`src/rtl/udm_bus_arbiter.sv`:
```
// Round-robin arbiter sharing one req/ack/resp slave bus between several masters.
// Outstanding reads are tracked in an in-order ID FIFO so responses return to their issuer.
module udm_bus_arbiter #(
    parameter int N_MASTERS   = 2,
    parameter int OUTST_DEPTH = 4,
    localparam int ID_W  = (N_MASTERS > 2) ? $clog2(N_MASTERS) : 1,
    localparam int CNT_W = $clog2(OUTST_DEPTH + 1),
    localparam int PTR_W = (OUTST_DEPTH > 1) ? $clog2(OUTST_DEPTH) : 1
) (
    input  logic                    clk_i,
    input  logic                    arst_n_i,
    input  logic [N_MASTERS-1:0]    m_req_i,
    input  logic [N_MASTERS-1:0]    m_we_i,
    input  logic [N_MASTERS*32-1:0] m_addr_bi,
    input  logic [N_MASTERS*4-1:0]  m_be_bi,
    input  logic [N_MASTERS*32-1:0] m_wdata_bi,
    output logic [N_MASTERS-1:0]    m_ack_o,
    output logic [N_MASTERS-1:0]    m_resp_o,
    output logic [N_MASTERS*32-1:0] m_rdata_bo,
    output logic                    s_req_o,
    output logic                    s_we_o,
    output logic [31:0]             s_addr_bo,
    output logic [3:0]              s_be_bo,
    output logic [31:0]             s_wdata_bo,
    input  logic                    s_ack_i,
    input  logic                    s_resp_i,
    input  logic [31:0]             s_rdata_bi,
    output logic                    err_o
);

    logic [ID_W-1:0]  rr_ptr;
    logic [ID_W-1:0]  grant;
    logic             any_req;
    logic [ID_W:0]    scan_idx;
    logic             blocked;
    logic             accept;
    logic             push;
    logic             pop;
    logic [ID_W-1:0]  head_id;

    logic [ID_W-1:0]  id_mem [OUTST_DEPTH];
    logic [PTR_W-1:0] wr_ptr;
    logic [PTR_W-1:0] rd_ptr;
    logic [CNT_W-1:0] cnt;

    // Scan requesters starting at rr_ptr; the first hit wins.
    always_comb begin
        grant    = '0;
        any_req  = 1'b0;
        scan_idx = '0;
        for (int i = 0; i < N_MASTERS; i++) begin
            scan_idx = {1'b0, rr_ptr} + (ID_W+1)'(i);
            if (scan_idx >= (ID_W+1)'(N_MASTERS)) begin
                scan_idx = scan_idx - (ID_W+1)'(N_MASTERS);
            end
            if (!any_req && m_req_i[scan_idx[ID_W-1:0]]) begin
                any_req = 1'b1;
                grant   = scan_idx[ID_W-1:0];
            end
        end
    end

    // A blocked read stalls the bus rather than skipping ahead, keeping rotation fair.
    assign blocked = !m_we_i[grant] && (cnt == CNT_W'(OUTST_DEPTH));
    assign s_req_o = arst_n_i && any_req && !blocked;
    assign accept  = s_req_o && s_ack_i;
    assign push    = accept && !m_we_i[grant];
    assign pop     = s_resp_i && (cnt != '0);
    assign head_id = id_mem[rd_ptr];

    assign s_we_o     = m_we_i[grant];
    assign s_addr_bo  = m_addr_bi[32*grant +: 32];
    assign s_be_bo    = m_be_bi[4*grant +: 4];
    assign s_wdata_bo = m_wdata_bi[32*grant +: 32];

    always_comb begin
        m_ack_o        = '0;
        m_ack_o[grant] = accept;
    end

    always_ff @(posedge clk_i) begin
        if (push) begin
            id_mem[wr_ptr] <= grant;
        end
    end

    always_ff @(posedge clk_i or negedge arst_n_i) begin
        if (!arst_n_i) begin
            rr_ptr     <= '0;
            wr_ptr     <= '0;
            rd_ptr     <= '0;
            cnt        <= '0;
            m_resp_o   <= '0;
            m_rdata_bo <= '0;
            err_o      <= 1'b0;
        end else begin
            if (accept) begin
                rr_ptr <= (grant == ID_W'(N_MASTERS - 1)) ? '0 : grant + 1'b1;
            end
            if (push) begin
                wr_ptr <= (wr_ptr == PTR_W'(OUTST_DEPTH - 1)) ? '0 : wr_ptr + 1'b1;
            end
            if (pop) begin
                rd_ptr <= (rd_ptr == PTR_W'(OUTST_DEPTH - 1)) ? '0 : rd_ptr + 1'b1;
            end
            case ({push, pop})
                2'b10:   cnt <= cnt + 1'b1;
                2'b01:   cnt <= cnt - 1'b1;
                default: cnt <= cnt;
            endcase

            m_resp_o   <= '0;
            m_rdata_bo <= '0;
            if (pop) begin
                m_resp_o[head_id]            <= 1'b1;
                m_rdata_bo[32*head_id +: 32] <= s_rdata_bi;
            end
            err_o <= s_resp_i && (cnt == '0);
        end
    end

endmodule

```
`config.mk`:
```
export PLATFORM = sky130hd
export DESIGN_NAME = udm_bus_arbiter
export DESIGN_NICKNAME = d
export VERILOG_FILES = /design/src/rtl/udm_bus_arbiter.sv
export SDC_FILE = /design/constraint.sdc
export NUM_CORES = 1
export LEC_CHECK = 0
export BUFFER_PORTS_ARGS = -buffer_cell sky130_fd_sc_hd__clkbuf_2
export CAP_MARGIN = 40
export CELL_PAD_IN_SITES_DETAIL_PLACEMENT = 0
export CELL_PAD_IN_SITES_GLOBAL_PLACEMENT = 1
export CORE_ASPECT_RATIO = 0.9
export CORE_MARGIN = 5
export CORE_UTILIZATION = 25
export DETAILED_ROUTE_END_ITERATION = 6
export GPL_ROUTABILITY_DRIVEN = 0
export PLACE_DENSITY = 0.76
export SKIP_LAST_GASP = 1
export SYNTH_ARGS = -nofsm -noshare
export SYNTH_HDL_FRONTEND = slang
export SYNTH_SLANG_ARGS = --single-unit
export TNS_END_PERCENT = 5
```
`constraint.sdc`:
```
create_clock -name clk_i -period 2.4 [get_ports clk_i]
set_input_delay 0.12 -clock clk_i [delete_from_list [all_inputs] [get_ports clk_i]]
set_output_delay 0.12 -clock clk_i [all_outputs]
set_load 0.05 [all_outputs]
```
==> qor.yml <==
run_status:
  status: "complete, no violations"
place:
  dp_hpwl_um: 11400
  dp_cells: 955
  port_buffers: 314
floorplanning:
  die_w_um: 139
  dieArea_um2: 17600
  start_util: 0.255
  row_count: 42
  fp.coreArea_um2: 14800
  ios: 315
  die_h_um: 126
run:
  max-cap-violations: 0
clocking:
  cts-root-buf: "clkbuf_16"
  clk_latency_ps: 330
  clock_sinks: 79
  cts_resized: 0
  cts_max_path_buffers: 2
  h-tree-depth: 3
  cts_made_buffers: 9
  postCtsSetupBuffers: 0
  cts_tree: "done"
  path_clk_slew_ps: 60
critical_path:
  crit_arrival_ps: 2450
  crit_path_end_kind: "register"
  worstSetupStartpointType: "register"
  critical_path_required_ps: 2650
  crit_family: "adder cells"
  path_max_fanout: 3
  max_stage_delay_ps: 410
  crit_chain: "nand2b_4, a21boi_0, a211oi_4, inv_1, ha_1, inv_1, fa_1, xor2_1, nor2_1, xor2_1"
  critPathSlowestCell: "a21boi_0"
  critPathBufInv: 2
  reg2reg_setup_slack_ps: 200
  path_class: "register to register"
grt:
  grt_pass1_wl_um: 22000
  grt_pass1_vias: 4100
  grt-ovfl-total: 0
  grt_usage: 0.157
  antenna_found_initial: 0
  grt_start_max_net_pins: 75
min_path:
  hp-class: "primary input to register"
logic_synthesis:
  yosysTopAreaCell: "dfrtp_1"
  synth-xor-area-share: 0.00698
  yosys-top-cells-area: "dfrtp_1 50%, nand2_1 24%, and3_1 5.3%"
  yosysWarnings: 0
  synth_area_per_cell_um2: 8.13
  synthAdderAreaFrac: 0.0252
  synth_edf_count: 4
  syn_area_um2: 3770
  ys_ff_latch: 79
  syn_inst: 463
  syn_nets: 646
  synth_top_area_share: 0.498
  synth_top_family_by_area: "simple AND/OR/NAND/NOR gates"
  muxShareOfSynthArea: 0.0116
  synth_compound_area_frac: 0.0246
  yosys_most_used_dff: "dfrtp_1"
  async_flop_share: 0.949
  ys_types: 33
  synth-simple-area-share: 0.352
  ys_seq_area_frac: 0.530
power:
  irDropWorstVdd_v: 0.000499
  leakagePower_uw: 0.00397
  cellPowerDensity_nw_per_um2: 959
timing:
  rsz0062_at_grt: "no"
  finalSetupViolations: 0
  tns_ps: 0
  max_freq_ghz: 0.455
  layout_min_cycle_time_ps: 2200
  fin_skew_ps: 5.73
  relSlewSlack: 0.534
  period_share: 0.916
  tightestPinTransition_ps: 699
  final_hold_viol_count: 0
  drv_slew: 0
cells_and_area:
  drive_above_1_share: 0.430
  fill_cells: 1456
  layout_common_cells: "277 x clkbuf_2, 239 x nand2_1, 75 x dfrtp_1"
  final_cells: 998
  nets: 978
  antenna_cells: 0
  syn_to_final_growth_pct: 76.2
  final_common_cell: "clkbuf_2"
detailed_routing:
  viasPerCell: 4.07
  wirelength_um: 14100
  ant_nets: 0
  via_count: 4065
  drc: 0
  wire_per_inst_um: 14.2
  drt_iter0_drc: 113
  dr.pass1.iters: 4
==> final cells by class <==
class / instances / area [um2] / area share
well taps: 198 / 248 / 0.0373
clock inverters: 7 / 56.3 / 0.00848
repair buffers: 349 / 2490 / 0.375
flip-flops and latches: 79 / 2000 / 0.301
clock buffers: 9 / 225 / 0.0339
inverters: 10 / 37.5 / 0.00566
multi-input cells: 346 / 1580 / 0.239
==> final timing paths <==
kind,startpoint,cells past startpoint,endpoint
max reg2reg,rr_ptr,10,cnt[2]
min,s_rdata_bi[10],3,m_rdata_bo[10]
max in group asynchronous,arst_n_i,4,m_rdata_bo[19]
min in group asynchronous,arst_n_i,2,m_rdata_bo[25]
min reg2reg,rd_ptr[1],2,rd_ptr[1]
max,rr_ptr,10,cnt[2]
==> per-stage QoR <==
step	hold WS [ps]	worst slack (ps)	utilization	power [uW]	instance area [um2]
2_1_floorplan	-176	310	-	4040	3770
3_3_place_gp	-63.4	268	0.410	5110	6060
3_5_place_dp	-61.0	204	0.412	5150	6090
6_report	8.35	201	0.450	6360	6640
5_1_grt	0.341	65.4	0.450	6730	6640
4_1_cts	0.290	176	0.450	6450	6640
==> cell usage after synthesis (2+ instances only) <==
cell type,instances
and2_1,6
and3_1,32
nor3_1,3
buf_2,4
ha_1,6
buf_1,6
buf_6,4
edfxtp_1,4
dfrtp_1,75
nand2_1,239
xor2_1,2
nor2_1,36
a21oi_1,3
buf_4,2
o21ai_0,3
clkbuf_1,12
inv_1,9
nand2_2,2
==> logic make-up (layout without fill, tap and decap cells) <==
kind of cell | Yosys count | after routing
and+or+nand+nor | 321 | 321
DFF | 79 | 79
buffers and inverters | 38 | 375
AOI/OAI and AO/OA | 12 | 12
adders and majority gates | 7 | 7
xor gates and xnor gates | 3 | 3
muxes | 3 | 3
==> worst register-to-register path: stages, from the launching register on <==
cell and delay, ps:
dfrtp_1 400, nand2b_4 150, a21boi_0 410, a211oi_4 80, inv_1 80, ha_1 170
inv_1 60, fa_1 370, xor2_1 150, nor2_1 110, xor2_1 150
==> power by group <==
part,internal (uW),switching (uW)
clock network,710,542
logic,1020,2330
registers,1620,135
total,3360,3010
==> flip-flops by register name (all words and copies together), names as in the netlist <==
signal	count
m_rdata_bo	64
id_mem	4
cnt	3
m_resp_o	2
rd_ptr	2
wr_ptr	2
err_o	1
rr_ptr	1
==> per-layer routing <==
| layer | vias up | GRT usage | part of all wire |
|---|---|---|---|
| li1 | 2097 | - | - |
| met2 | 189 | 0.276 | 0.50 |
| met1 | 1761 | 0.171 | 0.37 |
| met4 | 0 | 0.0472 | 0.018 |
| met3 | 18 | 0.0696 | 0.11 |
| met5 | - | 0 | 0 |
==> timing repair <==
action	in CTS	in global routing
endpoints found under the setup margin	0	0
hold endpoints to repair	33	0
hold buffers	27	0
No activity file was read; power rests on OpenSTA's default activity.
